===== config.mk =====
export PLATFORM = sky130hd
export DESIGN_NAME = ps2_rx_fifo_flat
export DESIGN_NICKNAME = d
export VERILOG_FILES = /design/src/rtl/ps2_rx_fifo_if.sv /design/src/rtl/ps2_rx_fifo.sv /design/src/flat_wrapper.sv
export SDC_FILE = /design/constraint.sdc
export NUM_CORES = 1
export LEC_CHECK = 0
export ABC_AREA = 1
export CAP_MARGIN = 20
export CORE_MARGIN = 2
export CORE_UTILIZATION = 49
export DETAILED_ROUTE_END_ITERATION = 12
export PLACE_DENSITY = 0.75
export SYNTH_ARGS = -nofsm -noshare
export SYNTH_HDL_FRONTEND = slang
export SYNTH_SLANG_ARGS = --single-unit

===== constraint.sdc =====
create_clock -name clk -period 2.8 [get_ports clk]
set_input_delay 0.42 -clock clk [delete_from_list [all_inputs] [get_ports clk]]
set_output_delay 0.42 -clock clk [all_outputs]
set_load 0.01 [all_outputs]

===== src/rtl/ps2_rx_fifo_if.sv =====
// ps2_rx_fifo_if: key FIFO read port and status between the PS/2 receiver and its consumer
interface ps2_rx_fifo_if #(parameter int FIFO_DEPTH = 8);
  logic                        rd_en;
  logic                        clr_err;
  logic [9:0]                  rd_data;
  logic                        empty;
  logic                        full;
  logic [$clog2(FIFO_DEPTH):0] count;
  logic                        parity_err;
  logic                        frame_err;
  logic                        overflow;
  modport master (
    output rd_en, clr_err,
    input  rd_data, empty, full, count, parity_err, frame_err, overflow
  );
  modport slave (
    input  rd_en, clr_err,
    output rd_data, empty, full, count, parity_err, frame_err, overflow
  );
endinterface


===== src/rtl/ps2_rx_fifo.sv =====
// ps2_rx_fifo: filtered PS/2 frame receiver with E0/F0 prefix folding into a FWFT key FIFO
module ps2_rx_fifo #(
  parameter int FILTER_LEN    = 4,
  parameter int TIMEOUT_CYC   = 5000,
  parameter int FIFO_DEPTH    = 8,
  parameter int DECODE_PREFIX = 1
) (
  input  logic clk,
  input  logic reset,
  input  logic ps2_clk,
  input  logic ps2_data,
  ps2_rx_fifo_if.slave bus
);
  localparam int AW = $clog2(FIFO_DEPTH);
  localparam int FW = $clog2(FILTER_LEN);
  localparam int TW = $clog2(TIMEOUT_CYC + 1);
  localparam logic [1:0] IDLE = 2'd0, DATA = 2'd1, PARITY = 2'd2, STOP = 2'd3;
  logic [1:0]    clk_s, dat_s;
  logic          filt, fall;
  logic [FW-1:0] fcnt;
  always_ff @(posedge clk or posedge reset) begin
    if (reset) begin
      clk_s <= 2'b11;
      dat_s <= 2'b11;
      filt  <= 1'b1;
      fall  <= 1'b0;
      fcnt  <= '0;
    end else begin
      clk_s <= {clk_s[0], ps2_clk};
      dat_s <= {dat_s[0], ps2_data};
      fall  <= 1'b0;
      if (clk_s[1] == filt) fcnt <= '0;
      else if (fcnt == FW'(FILTER_LEN - 1)) begin
        filt <= clk_s[1];
        fcnt <= '0;
        fall <= filt;
      end else fcnt <= fcnt + FW'(1);
    end
  end
  logic [1:0]    state;
  logic [2:0]    bit_idx;
  logic [7:0]    sh;
  logic          par, ext, brk, push, pe, fe;
  logic [9:0]    push_d;
  logic [TW-1:0] tcnt;
  logic          d, timeout;
  assign d       = dat_s[1];
  assign timeout = state != IDLE && !fall && tcnt == TW'(TIMEOUT_CYC - 1);
  always_ff @(posedge clk or posedge reset) begin
    if (reset) begin
      state   <= IDLE;
      bit_idx <= '0;
      sh      <= '0;
      par     <= 1'b0;
      ext     <= 1'b0;
      brk     <= 1'b0;
      push    <= 1'b0;
      push_d  <= '0;
      pe      <= 1'b0;
      fe      <= 1'b0;
      tcnt    <= '0;
    end else begin
      pe   <= 1'b0;
      fe   <= 1'b0;
      push <= 1'b0;
      tcnt <= (fall || state == IDLE) ? '0 : tcnt + TW'(1);
      if (timeout) begin
        state <= IDLE;
        fe    <= 1'b1;
        ext   <= 1'b0;
        brk   <= 1'b0;
      end else if (fall) begin
        case (state)
          IDLE: if (!d) begin
            state   <= DATA;
            bit_idx <= '0;
          end
          DATA: begin
            sh      <= {d, sh[7:1]};
            bit_idx <= bit_idx + 3'd1;
            if (bit_idx == 3'd7) state <= PARITY;
          end
          PARITY: begin
            par   <= d;
            state <= STOP;
          end
          default: begin
            state <= IDLE;
            if (!d || !(^{sh, par})) begin
              fe  <= !d;
              pe  <= d;
              ext <= 1'b0;
              brk <= 1'b0;
            end else if (DECODE_PREFIX != 0 && sh == 8'hE0) ext <= 1'b1;
            else if (DECODE_PREFIX != 0 && sh == 8'hF0) brk <= 1'b1;
            else begin
              push   <= 1'b1;
              push_d <= DECODE_PREFIX != 0 ? {ext, brk, sh} : {2'b00, sh};
              ext    <= 1'b0;
              brk    <= 1'b0;
            end
          end
        endcase
      end
    end
  end
  logic [9:0]    mem [FIFO_DEPTH];
  logic [9:0]    last;
  logic [AW-1:0] wp, rp;
  logic [AW:0]   cnt;
  logic          ovf, empty, full, do_pop, do_push;
  assign empty   = cnt == '0;
  assign full    = cnt == (AW+1)'(FIFO_DEPTH);
  assign do_pop  = bus.rd_en && !empty;
  assign do_push = push && (!full || do_pop);
  always_ff @(posedge clk) if (do_push) mem[wp] <= push_d;
  // last keeps the most recently popped entry so rd_data is stable while empty
  always_ff @(posedge clk or posedge reset) begin
    if (reset) begin
      wp   <= '0;
      rp   <= '0;
      cnt  <= '0;
      ovf  <= 1'b0;
      last <= '0;
    end else begin
      if (do_push) wp <= wp + AW'(1);
      if (do_pop) begin
        rp   <= rp + AW'(1);
        last <= mem[rp];
      end
      if (do_push != do_pop) cnt <= do_push ? cnt + (AW+1)'(1) : cnt - (AW+1)'(1);
      ovf <= (push && !do_push) || (ovf && !bus.clr_err);
    end
  end
  assign bus.rd_data    = empty ? last : mem[rp];
  assign bus.empty      = empty;
  assign bus.full       = full;
  assign bus.count      = cnt;
  assign bus.overflow   = ovf;
  assign bus.parity_err = pe;
  assign bus.frame_err  = fe;
endmodule


===== src/flat_wrapper.sv =====
// flat-port wrapper written by rule: the top's interface ports become plain ports
module ps2_rx_fifo_flat 
#(
  parameter int FILTER_LEN    = 4,
  parameter int TIMEOUT_CYC   = 5000,
  parameter int FIFO_DEPTH    = 8,
  parameter int DECODE_PREFIX = 1
)
  (clk, reset, ps2_clk, ps2_data, bus_rd_en, bus_clr_err, bus_rd_data, bus_empty, bus_full, bus_count, bus_parity_err, bus_frame_err, bus_overflow);
  ps2_rx_fifo_if #(.FIFO_DEPTH(FIFO_DEPTH)) bus_i ();
  input  logic clk;
  input  logic reset;
  input  logic ps2_clk;
  input  logic ps2_data;
  input wire logic [$bits(bus_i.rd_en)-1:0] bus_rd_en;
  input wire logic [$bits(bus_i.clr_err)-1:0] bus_clr_err;
  output wire logic [$bits(bus_i.rd_data)-1:0] bus_rd_data;
  output wire logic [$bits(bus_i.empty)-1:0] bus_empty;
  output wire logic [$bits(bus_i.full)-1:0] bus_full;
  output wire logic [$bits(bus_i.count)-1:0] bus_count;
  output wire logic [$bits(bus_i.parity_err)-1:0] bus_parity_err;
  output wire logic [$bits(bus_i.frame_err)-1:0] bus_frame_err;
  output wire logic [$bits(bus_i.overflow)-1:0] bus_overflow;
  assign bus_i.rd_en = bus_rd_en;
  assign bus_i.clr_err = bus_clr_err;
  assign bus_rd_data = bus_i.rd_data;
  assign bus_empty = bus_i.empty;
  assign bus_full = bus_i.full;
  assign bus_count = bus_i.count;
  assign bus_parity_err = bus_i.parity_err;
  assign bus_frame_err = bus_i.frame_err;
  assign bus_overflow = bus_i.overflow;
  ps2_rx_fifo #(.FILTER_LEN(FILTER_LEN), .TIMEOUT_CYC(TIMEOUT_CYC), .FIFO_DEPTH(FIFO_DEPTH), .DECODE_PREFIX(DECODE_PREFIX)) u_core (.clk(clk), .reset(reset), .ps2_clk(ps2_clk), .ps2_data(ps2_data), .bus(bus_i));
endmodule

==> impl_metrics.py <==
metrics = {
    "run_status": {
        "status": "completed",
    },
    "logic_synthesis": {
        "synthTopCellsByCount": "nand2_1, o21ai_0, edfxtp_1",
        "ys_seq_area_share_pct": 64.4,
        "synth_edf_count": 80,
        "synth_area_per_cell_um2": 10.5,
        "synth_top_area_share_pct": 37.0,
        "ys_seq_elements": 151,
        "yosysTopAreaCell": "edfxtp_1",
        "ys_async_sr_fraction_pct": 47.0,
        "ys_types": 39,
        "syn_nets": 635,
        "netlist_area_mm2": 0.00650,
        "synth_flop_cell": "edfxtp_1",
        "yosysMostFrequentCell": "nand2_1",
        "synthCells": 616,
        "ys_top_cells_by_area": "edfxtp_1, dfrtp_1, o21ai_0",
        "ys.warnings.count": 0,
    },
    "worst_setup_path": {
        "start_kind": "flip-flop",
        "path_class": "reg -> out",
        "cp_max_fo": 17,
        "worstPathArrival_ns": 2.28,
        "worstRegToRegCells": 10,
        "required_ns": 2.38,
        "cp-end-kind": "output port",
    },
    "placement": {
        "place_inst": 809,
        "gp_congestion": 0.822,
        "hpwl_mm": 8.32,
        "dp_slack_ns": 0.359,
        "io_buffers": 24,
    },
    "pwr": {
        "leakage_nw": 2.95,
        "pwr-share-clk_pct": 33.4,
        "power_frac_comb_pct": 27.9,
        "p_per_area_mw_per_mm2": 898,
        "swShare_pct": 31.6,
        "max-vdd-ir-drop_mv": 0.496,
        "power_mw": 6.89,
        "p_seq_share_pct": 38.7,
        "cell_internal_pwr_mw": 4.71,
        "p_sw_mw": 2.18,
    },
    "routing": {
        "drt-pass1-iter-count": 6,
        "drc_errors": 0,
        "num_vias": 4642,
        "wl_per_cell_um": 15.9,
        "drtIter0Drc": 342,
        "routed_wirelength_mm": 13.5,
        "postRouteAntennaNets": 0,
        "via_per_inst": 5.50,
    },
    "finish": {
        "nNetsFinal": 674,
        "multi_input_area_mm2": 0.00203,
        "fill_cells": 1038,
        "antennaDiodeCount": 0,
        "syn_to_final_growth_pct": 18.1,
        "drive_above_1_share_pct": 12.4,
        "ff_latch_area_mm2": 0.00419,
        "finalNonFillerCells": 844,
    },
    "timing": {
        "grt_setup_unrepaired": "yes",
        "final-setup-viol-count": 0,
        "clock.fmax_mhz": 370,
        "hold_viol": 0,
        "worst_slew_pin_slew_ns": 0.590,
        "final_max_slew_viol_count": 0,
        "slew_headroom_pct": 60.6,
        "fin_crit_sh_pct": 96.5,
        "finalClockSkew_ns": 0.0163,
        "setup_ws_ns": 0.0989,
        "fin_crit_ns": 2.70,
    },
    "clock_tree": {
        "clock_path_buffers": 2,
        "cts_tree": "yes",
        "cts_sinks": 151,
        "cts_max_level": 4,
        "worstSkewPairLatency_ns": 0.43,
        "cts-root-buf": "clkbuf_16",
        "path_clk_slew_ns": 0.06,
        "numCtsBuffers": 17,
        "postCtsHoldBufs": 0,
    },
    "die": {
        "start_util_pct": 49.7,
        "die_w_um": 119,
        "num_rows": 42,
        "coreArea_mm2": 0.0131,
        "ios": 25,
        "dieHeight_um": 119,
        "die_area_mm2": 0.0142,
    },
    "worst_hold_path": {
        "hp-class": "reg -> reg",
        "min_path_cells": 0,
    },
    "global_route": {
        "grt_overflow": 0,
        "grt_max_degree": 45,
        "grt_pass1_vias": 4567,
        "grt_pass1_wl_mm": 21.8,
        "track_usage_pct": 19.8,
        "antenna_found_initial": 0,
    },
    "flow_run": {
        "maxCapViolCount": 0,
    },
}
[sequential cells by signal (all words and copies together) (netlist names)]
signal,count
u_core.clk_s,2
u_core.bus.count,4
u_core.push,1
u_core.wp,3
u_core.push_d,10
u_core.ext,1
u_core.bus.parity_err,1
u_core.rp,3
u_core.fall,1
u_core.tcnt,13
u_core.mem,80
u_core.par,1
u_core.filt,1
u_core.sh,8
u_core.bit_idx,3
u_core.state,2
u_core.bus.overflow,1
u_core.bus.frame_err,1
u_core.last,10
u_core.dat_s,2
u_core.fcnt,2
u_core.brk,1
[metal layers]
metal | GRT usage (%) | part of all wire [%] | wire (µm)
met1 | 23.4 | 40 | 5420
met4 | 9.97 | 2.3 | 308
met5 | 0 | 0 | 0
met2 | 33.8 | 52 | 6950
met3 | 4.79 | 5.7 | 772
[critical path, cell delays in order, from the launching register on]
cell             delay (ns)
dfrtp_1                0.43
inv_4                  0.15
buf_12                 0.16
o21ai_0                0.09
o221ai_1               0.15
o21ai_0                0.16
o21ai_0                0.17
clkdlybuf4s50_1        0.55
[final timing paths]
kind,from,to,slack [ns]
max reg2reg,u_core.bus.count[0],u_core.bus.count[3],0.72
min in group asynchronous,reset,u_core.tcnt[5],0.38
min,u_core.clk_s[0],u_core.clk_s[1],0.36
max,u_core.rp[0],bus_rd_data[6],0.1
min reg2reg,u_core.clk_s[0],u_core.clk_s[1],0.36
max in group asynchronous,reset,u_core.push_d[4],1.79
[placed cells by master, fill, tap and decap left out, types with 10 or more instances in the layout]
cell type        instances
buf_4                   10
o21ai_1                 11
o21ai_0                 85
inv_1                   39
nor3_1                  11
nand2_1                116
edfxtp_1                80
a21oi_1                 12
nor2_1                  69
dfrtp_1                 66
ha_1                    12
nand3_1                 17
clkdlybuf4s50_1         18
o22ai_1                 10
o221ai_1                10
clkbuf_16               18
[power groups by stage]
stage	combinational, mW	clock, mW	sequential, mW
6_report	1.92	2.30	2.66
5_1_grt	2.16	2.42	2.68
4_1_cts	1.85	2.33	2.65
3_5_place_dp	1.84	0	2.69
3_3_place_gp	1.75	0	2.68
2_1_floorplan	1.12	0	2.68
[what timing repair did]
item / in CTS / in global routing
gates resized for setup: 4 / 15
pin swaps: 0 / 0
gates cloned: 0 / 3
setup endpoints to repair: 10 / 9
buffers inserted: 0 / 0
[through the flow]
| stage | area (µm²) | setup TNS, ns | util, % | hold slack [ns] |
|---|---|---|---|---|
| CTS | 7590 | 0 | 58.0 | 0.359 |
| floorplan | 6500 | 0 | - | 0.345 |
| global route | 7670 | -0.0152 | 58.6 | 0.356 |
| finish | 7670 | 0 | 58.6 | 0.357 |
| global placement | 6990 | 0 | 53.4 | 0.347 |
| detailed placement | 6990 | 0 | 53.4 | 0.351 |
[area by class of cell]
class / instances / share of cell area [%]
timing repair inverter: 2 / 0.163
timing repair buffer: 39 / 5.51
clock buffer: 17 / 5.54
sequential: 151 / 54.5
tap: 176 / 2.87
clock inverter: 15 / 2.32
multi-input combinational: 394 / 26.5
inverter: 50 / 2.53
[cells by family after synthesis]
family                     after synthesis  synth area share (%)
and+or+nand+nor                        234                  15.3
DFF                                    151                  64.4
AOI/OAI and AO/OA                      138                  11.9
buffers and inverters                   71                  4.49
adders and majority gates               13                  2.62
xor gates and xnor gates                 8                  1.08
muxes                                    1                 0.173
Note: power is estimated with default switching activity, not from simulation.
